$ cat config.mk
export PLATFORM = sky130hd
export DESIGN_NAME = calc_operand_entry
export DESIGN_NICKNAME = d
export VERILOG_FILES = /design/src/rtl/calc_operand_entry.sv
export SDC_FILE = /design/constraint.sdc
export NUM_CORES = 1
export LEC_CHECK = 0
export BUFFER_PORTS_ARGS = -buffer_cell sky130_fd_sc_hd__buf_4
export CORE_MARGIN = 5
export CORE_UTILIZATION = 57
export DETAILED_ROUTE_END_ITERATION = 10
export HOLD_SLACK_MARGIN = 0.08
export PLACE_DENSITY = 0.77
export SYNTH_ARGS = -nofsm -noshare
export SYNTH_HDL_FRONTEND = slang
export SYNTH_SLANG_ARGS = --single-unit
$ cat constraint.sdc
create_clock -name clk -period 4.2 [get_ports clk]
set_input_delay 1.05 -clock clk [delete_from_list [all_inputs] [get_ports clk]]
set_output_delay 1.05 -clock clk [all_outputs]
set_load 0.02 [all_outputs]
$ cat src/rtl/calc_operand_entry.sv
`default_nettype none
// ============================================================================
// Module      : calc_operand_entry
// Description : Turns level-type keypad outputs into single-cycle key events,
//               assembles two decimal operands plus an operator, and presents
//               them downstream over a valid/ready handshake. The operand
//               currently being typed is driven to the display path.
//
// Ports       : clk         - system clock
//               reset       - synchronous, active-high reset
//               num         - digit key code, 0-9, valid with numPressed
//               numPressed  - level, high while a digit key is held
//               opt         - operator code 1..5, valid with optPressed
//               optPressed  - level, high while an operator key is held
//               submit      - level, high while the submit key is held
//               req_valid   - calculation request pending
//               req_ready   - downstream accepts when high with req_valid
//               operand_a   - first operand
//               operand_b   - second operand
//               op          - operator code
//               display     - operand currently being entered
//               busy        - high while a request is outstanding
//
// Revision    : 1.0 - initial release
// ============================================================================
module calc_operand_entry #(
    parameter int DIGITS = 4,
    parameter int WIDTH  = 14
) (
    input  logic             clk,
    input  logic             reset,
    input  logic [3:0]       num,
    input  logic             numPressed,
    input  logic [2:0]       opt,
    input  logic             optPressed,
    input  logic             submit,
    output logic             req_valid,
    input  logic             req_ready,
    output logic [WIDTH-1:0] operand_a,
    output logic [WIDTH-1:0] operand_b,
    output logic [2:0]       op,
    output logic [WIDTH-1:0] display,
    output logic             busy
);

    localparam int            CW        = $clog2(DIGITS + 1);
    localparam logic [CW-1:0] C_MAX_CNT = CW'(DIGITS);

    typedef enum logic [1:0] {
        S_A     = 2'd0,
        S_OP    = 2'd1,
        S_B     = 2'd2,
        S_ISSUE = 2'd3
    } state_t;

    // ------------------------------------------------------------------
    // Registers
    // ------------------------------------------------------------------
    state_t           r_state;
    logic             r_np_s1, r_np_s2;
    logic             r_opp_s1, r_opp_s2;
    logic             r_sub_s1, r_sub_s2;
    logic [3:0]       r_num_s1;
    logic [2:0]       r_opt_s1;
    logic [WIDTH-1:0] r_a, r_b, r_display;
    logic [2:0]       r_op;
    logic [CW-1:0]    r_cnt_a, r_cnt_b;
    logic             r_req_valid, r_busy;

    // ------------------------------------------------------------------
    // Event detection with priority submit > opt > num
    // ------------------------------------------------------------------
    logic w_sub_raw, w_opt_raw, w_num_raw;
    logic w_sub_ev, w_opt_ev, w_num_ev;
    logic w_opt_ok;

    assign w_sub_raw = r_sub_s1 & ~r_sub_s2;
    assign w_opt_raw = r_opp_s1 & ~r_opp_s2;
    assign w_num_raw = r_np_s1  & ~r_np_s2;

    assign w_sub_ev  = w_sub_raw;
    assign w_opt_ev  = w_opt_raw & ~w_sub_raw;
    // A digit is discarded whenever a higher-priority key edge is present,
    // even if that higher-priority event is itself ignored in this state.
    assign w_num_ev  = w_num_raw & ~w_sub_raw & ~w_opt_raw;

    assign w_opt_ok  = (r_opt_s1 >= 3'd1) && (r_opt_s1 <= 3'd5);

    // ------------------------------------------------------------------
    // Digit append: val*10 + num as shifts and adds, truncated to WIDTH
    // ------------------------------------------------------------------
    logic [WIDTH-1:0] w_num_ext;
    logic [WIDTH-1:0] w_a_app, w_b_app;
    logic             w_a_inc, w_b_inc;

    assign w_num_ext = WIDTH'(r_num_s1);
    assign w_a_app   = (r_a << 3) + (r_a << 1) + w_num_ext;
    assign w_b_app   = (r_b << 3) + (r_b << 1) + w_num_ext;
    // Leading zeros do not consume a digit position.
    assign w_a_inc   = !((r_num_s1 == 4'd0) && (r_a == '0));
    assign w_b_inc   = !((r_num_s1 == 4'd0) && (r_b == '0));

    // ------------------------------------------------------------------
    // Next-state / next-operand logic
    // ------------------------------------------------------------------
    state_t           w_state_nx;
    logic [WIDTH-1:0] w_a_nx, w_b_nx, w_display_nx;
    logic [2:0]       w_op_nx;
    logic [CW-1:0]    w_cnt_a_nx, w_cnt_b_nx;

    always_comb begin
        w_state_nx = r_state;
        w_a_nx     = r_a;
        w_b_nx     = r_b;
        w_op_nx    = r_op;
        w_cnt_a_nx = r_cnt_a;
        w_cnt_b_nx = r_cnt_b;

        case (r_state)
            S_A: begin
                if (w_opt_ev && w_opt_ok) begin
                    w_op_nx    = r_opt_s1;
                    w_state_nx = S_OP;
                end else if (w_num_ev && (r_cnt_a != C_MAX_CNT)) begin
                    w_a_nx = w_a_app;
                    if (w_a_inc) begin
                        w_cnt_a_nx = r_cnt_a + 1'b1;
                    end
                end
            end

            S_OP: begin
                if (w_sub_ev) begin
                    w_b_nx     = '0;
                    w_cnt_b_nx = '0;
                    w_state_nx = S_ISSUE;
                end else if (w_opt_ev && w_opt_ok) begin
                    w_op_nx = r_opt_s1;
                end else if (w_num_ev) begin
                    w_b_nx     = w_num_ext;
                    w_cnt_b_nx = CW'(r_num_s1 != 4'd0);
                    w_state_nx = S_B;
                end
            end

            S_B: begin
                if (w_sub_ev) begin
                    w_state_nx = S_ISSUE;
                end else if (w_num_ev && (r_cnt_b != C_MAX_CNT)) begin
                    w_b_nx = w_b_app;
                    if (w_b_inc) begin
                        w_cnt_b_nx = r_cnt_b + 1'b1;
                    end
                end
            end

            S_ISSUE: begin
                // Keys are ignored; only the handshake can leave this state.
                if (r_req_valid && req_ready) begin
                    w_state_nx = S_A;
                    w_a_nx     = '0;
                    w_b_nx     = '0;
                    w_op_nx    = '0;
                    w_cnt_a_nx = '0;
                    w_cnt_b_nx = '0;
                end
            end

            default: begin
                w_state_nx = S_A;
            end
        endcase

        // Display follows the operand of the state being entered, so it is
        // coherent with operand_a/operand_b in the same cycle.
        if ((w_state_nx == S_A) || (w_state_nx == S_OP)) begin
            w_display_nx = w_a_nx;
        end else begin
            w_display_nx = w_b_nx;
        end
    end

    // ------------------------------------------------------------------
    // State, history and registered outputs
    // ------------------------------------------------------------------
    always_ff @(posedge clk) begin
        if (reset) begin
            r_state     <= S_A;
            r_np_s1     <= 1'b0;
            r_np_s2     <= 1'b0;
            r_opp_s1    <= 1'b0;
            r_opp_s2    <= 1'b0;
            r_sub_s1    <= 1'b0;
            r_sub_s2    <= 1'b0;
            r_num_s1    <= '0;
            r_opt_s1    <= '0;
            r_a         <= '0;
            r_b         <= '0;
            r_op        <= '0;
            r_cnt_a     <= '0;
            r_cnt_b     <= '0;
            r_display   <= '0;
            r_req_valid <= 1'b0;
            r_busy      <= 1'b0;
        end else begin
            r_np_s1     <= numPressed;
            r_np_s2     <= r_np_s1;
            r_opp_s1    <= optPressed;
            r_opp_s2    <= r_opp_s1;
            r_sub_s1    <= submit;
            r_sub_s2    <= r_sub_s1;
            r_num_s1    <= num;
            r_opt_s1    <= opt;
            r_state     <= w_state_nx;
            r_a         <= w_a_nx;
            r_b         <= w_b_nx;
            r_op        <= w_op_nx;
            r_cnt_a     <= w_cnt_a_nx;
            r_cnt_b     <= w_cnt_b_nx;
            r_display   <= w_display_nx;
            r_req_valid <= (w_state_nx == S_ISSUE);
            r_busy      <= (w_state_nx == S_ISSUE);
        end
    end

    assign req_valid = r_req_valid;
    assign busy      = r_busy;
    assign operand_a = r_a;
    assign operand_b = r_b;
    assign op        = r_op;
    assign display   = r_display;

endmodule
`default_nettype wire

### After elaboration in Yosys (flattened, before gate mapping)

Cells that the tools add are included.

| storage, ports and cells | value |
|---|---|
| register bits | 67 |
| logic and storage cells | 106 |
| input bits | 13 |

| operators by class | value |
|---|---|
| multiplexer cells | 34 |
| $add $sub $neg | 6 |
| equality and inequality tests | 17 |
| reductions and logical operators | 20 |
| bitwise gates (word level) | 11 |
| magnitude comparators | 2 |

Operators with widths:

| kind | number |
|---|---|
| two-way mux 14 bit | 10 |
| one-hot mux 14 bit (3 select lines) | 1 |
| two-way mux 3 bit | 12 |
| adder 14 bit | 2 |
| adder 14 x 4 -> 14 bit | 2 |
| logical NOT 14 bit | 2 |
| one-hot mux 14 bit (2 select lines) | 1 |
| one-hot mux 3 bit (3 select lines) | 2 |
| inequality test 2 bit (second input constant) | 8 |
| two-way mux 2 bit | 6 |
| inequality test 3 bit (second input constant) | 4 |
| one-hot mux 2 bit (4 select lines) | 1 |
| logical AND 1 bit | 7 |
| AND reduction 7 bit | 1 |
| adder 3 x 1 -> 3 bit (second input constant) | 2 |
| bitwise AND 1 bit | 6 |
| equality test 2 bit (second input constant) | 3 |
| one-hot mux 3 bit (2 select lines) | 1 |
| nonzero test 3 bit | 2 |
| NOT 1 bit | 5 |
| AND reduction 5 bit | 1 |
| equality test 2 x 1 -> 1 bit (second input constant) | 2 |
| logical NOT 2 bit | 2 |
| logical NOT 4 bit | 1 |
| 6 further kinds | 6 |

### Depth between registers and ports, before layout

| logic depth | value |
|---|---|
| depth in word-level cells | 12 |
| mapped depth | 11 |
| gate-level depth less buffers | 11 |

### Worst setup path before layout

Ideal clock, no wire load.

| timing | value |
|---|---|
| path kind | register to register |
| start point | reg r_a[0], in the netlist operand_a[0] |
| end point | reg r_display[10], in the netlist display[10] |
| arrival time | 3047 ps |
| clock period less this slack | 3113 ps |
| setup time | 66 ps |
| required time | 4134 ps |
| slack | 1087 ps |
| stages on the path, launching flop included | 11 |
| path through | dfxtp_1 > inv_1 > fa_1 > fa_1 > and2b_1 > o211ai_1 > a311oi_1 > a21oi_1 > xor2_1 > a2111oi_0 > a2bb2oi_2 |

| on the way | value |
|---|---|
| longest elaborated chain between the ends | 6 |

Ends and longest elaborated chain:

| what | RTL line | text |
|---|---|---|
| start: declaration | 65 | `logic [WIDTH-1:0] r_a, r_b, r_display;` |
| start signal: assignment | 215 | `r_a <= w_a_nx;` |
| adder 14 bit | 97 | `assign w_a_app = (r_a << 3) + (r_a << 1) + w_num_ext;` |
| adder 14 x 4 -> 14 bit | 97 |  |
| two-way mux 14 bit | 124 | `end else if (w_num_ev && (r_cnt_a != C_MAX_CNT)) begin` |
| two-way mux 14 bit | 121 | `if (w_opt_ev && w_opt_ok) begin` |
| one-hot mux 14 bit (2 select lines) | 119 | `case (r_state)` |
| two-way mux 14 bit | 176 | `if ((w_state_nx == S_A) \|\| (w_state_nx == S_OP)) begin` |
| end signal: assignment | 220 | `r_display <= w_display_nx;` |
| end: declaration | 65 |  |

Every way passes these cells.
A chain may end at the register's enable or synchronous reset.

### Worst setup path in the final report

Same ends and word-level chain as after synthesis.

==> impl_metrics.ini <==
[status]
status = finished clean

[cts]
clk_latency_ns = 0.35
post_cts.repair.setup_buffers = 0
htree_num_levels = 3
postCtsResizedCells = 0
cts_buffers = 9
cts_buffer_depth = 2
ctsHoldBuffers = 0
cts_tree = yes
cts.sinks = 67
clk_pin_slew_ns = 0.07
clockRootBuffer = clkbuf_8

[route]
drc = 0
first_pass_iters = 5
antenna_left = 0
drt_wl_total_um = 10500
vias = 3789
viasPerCell = 6.033
wl_per_cell_um = 16.72
drt_iter0_markers = 214

[grt]
antenna_found_initial = 0
grt_usage_pct = 23.96
grt_pass1_wl_um = 16980
grt_pass1_vias = 3570
grt-ovfl-total = 0
grt_max_degree = 58

[timing]
fin_crit_sh_pct = 78.59
max-slew-margin-rel_pct = 49.94
max_freq_mhz = 303.0
hold_ws_ns = 0.4617
final_hold_viol_count = 0
min_period_ns = 3.301
finalSetupViolations = 0
tns_ns = 0
tightest_slew_ns = 0.7320
rsz0062_at_grt = no
fin_skew_ns = 0.007184
finalMaxSlewViolations = 0

[synthesis]
ys_types = 60
ys_ff_latch = 67
synth_area_sq_um = 4174
syn_avg_cell_area_sq_um = 8.806
synth_edf_count = 0
syn_inst = 474
yosysSeqAreaShare_pct = 32.13
async_flop_share_pct = 0
synth_flop_cell = dfxtp_1
syn_nets = 543
synth_warnings = 0

[placed_design]
dp_hpwl_um = 7854
post-place-cells = 614
portBuffers = 59
globalplace.congestion = 1.016

[final_layout]
antennaDiodeCount = 0
final_common_cell = dfxtp_1
instances_no_fill = 628
area_growth_pct = 15.80
drive_above_1_share_pct = 17.20
finalNetCount = 595
final_cell_mix = dfxtp_1, buf_4, nor2_1, ha_1, a21oi_1

[pwr]
p_per_area_nw_per_um2 = 279.3
leakage_nw = 2.180
power_w = 0.001350
peakVddDrop_uv = 145.8

[die]
die_h_um = 95.58
num_io_pins = 60
dieArea_sq_um = 9135
start_util_pct = 58.17
rows = 31
core_area_sq_um = 7176
dieWidth_um = 95.58

[setup_path]
cp_data_arrival_time_ns = 3.59
end_kind = flop
start_kind = flop
slowest_stage = a2111oi_0
cp_max_fo = 5
cp.required_ns = 4.49
crit_chain = inv_1 -> fa_1 -> fa_1 -> and2b_1 -> o211ai_1 -> a311oi_1 -> a21oi_1 -> xor2_1 -> a2111oi_0 -> a2bb2oi_2
cp_common_cell = fa_1
cpLargestDelayFamily = compound AO/OA/AOI/OAI gates
crit_type = flop to flop
path_buf_inv = 1
cp_slowest_stage_delay_ns = 0.68

[run]
max_cap_violations = 0

[min_path]
hold_class = flop to flop
-- worst reg2reg max path: stages, from the launching register on --
cell       delay [ns]
dfxtp_1          0.41
inv_1            0.09
fa_1             0.53
fa_1             0.47
and2b_1          0.23
o211ai_1         0.10
a311oi_1         0.29
a21oi_1          0.12
xor2_1           0.15
a2111oi_0        0.68
a2bb2oi_2        0.17
-- logic make-up after synthesis --
group	Yosys count	synth area share, %
buf+inv	46	4.496
fa+ha+maj	56	17.51
flops	67	32.13
simple gates	155	19.21
xor+xnor	21	4.407
compound gates	126	21.43
mux	3	0.8093
-- sequential cells by signal (all words and copies together) (netlist names) --
| name | cells |
|---|---|
| op | 3 |
| r_num_s1 | 4 |
| r_opp_s1 | 1 |
| operand_b | 14 |
| r_cnt_b | 3 |
| r_opp_s2 | 1 |
| operand_a | 14 |
| r_np_s1 | 1 |
| r_sub_s1 | 1 |
| busy | 1 |
| display | 14 |
| r_opt_s1 | 3 |
| r_state | 2 |
| r_cnt_a | 3 |
| r_sub_s2 | 1 |
| r_np_s2 | 1 |
-- final cells by class --
class,count,area [sq um]
timing repair buffer,61,457.9
clock buffer,12,155.1
fill,639,2342
inverter,26,97.59
clock inverter,2,12.51
multi-input combinational,361,2645
sequential,67,1341
tap,99,123.9
-- through the flow --
stage	setup WS (ns)	area, sq um	util, %
global route	0.6033	4833	67.36
detailed placement	0.9944	4666	65.02
floorplan	1.087	4174	-
finish	0.8992	4833	67.36
global placement	1.021	4666	65.02
CTS	0.9187	4833	67.36
-- final timing paths --
path	slack, ns	start	to	cells past startpoint
worst max-delay path	0.90	operand_a[0]	display[10]	10
worst min-delay path	0.46	r_opp_s1	r_opp_s2	1
worst max register to register	0.90	operand_a[0]	display[10]	10
worst min register to register	0.46	r_opp_s1	r_opp_s2	1
-- routing by layer --
layer,routed length (um),GRT usage (%),up-vias
met3,812,5.841,29
met5,0,0,-
met1,4558,30.86,1773
li1,-,-,1820
met2,4842,38.04,167
met4,288,10.31,0
-- cells in the mapped netlist (all sizes together) (3+ instances only) --
master / number / share of area (%)
nor2b: 23 / 3.4
nor3: 7 / 0.84
a32oi: 4 / 0.84
nand3: 14 / 1.7
a211oi: 4 / 0.72
and3: 3 / 0.45
and2: 3 / 0.45
nor3b: 3 / 0.54
ha: 52 / 16
o21ai: 19 / 2.3
buf: 6 / 0.90
nand3b: 5 / 0.90
inv: 26 / 2.3
dfxtp: 67 / 32
clkbuf: 14 / 1.3
fa: 4 / 1.9
nor2: 52 / 4.7
a2bb2oi: 8 / 2.9
a21oi: 41 / 4.9
xor2: 6 / 1.3
nor4: 5 / 0.75
nand2: 19 / 1.7
a31oi: 4 / 0.60
a22oi: 17 / 3.1
o21a: 3 / 0.54
nand2b: 6 / 1.1
o31ai: 3 / 0.54
or3: 3 / 0.45
mux2: 3 / 0.81
o211ai: 4 / 0.72
xnor2: 15 / 3.1
-- where the power goes --
group / internal, W / leakage, nW / switching, W / total, W
logic: 0.0000771 / 1.55 / 0.000127 / 0.000204
registers: 0.000654 / 0.544 / 0.0000166 / 0.000671
clock network: 0.000239 / 0.0843 / 0.000236 / 0.000475
total: 0.000970 / 2.18 / 0.000380 / 0.00135
Note: power is estimated with default switching activity, not from simulation.
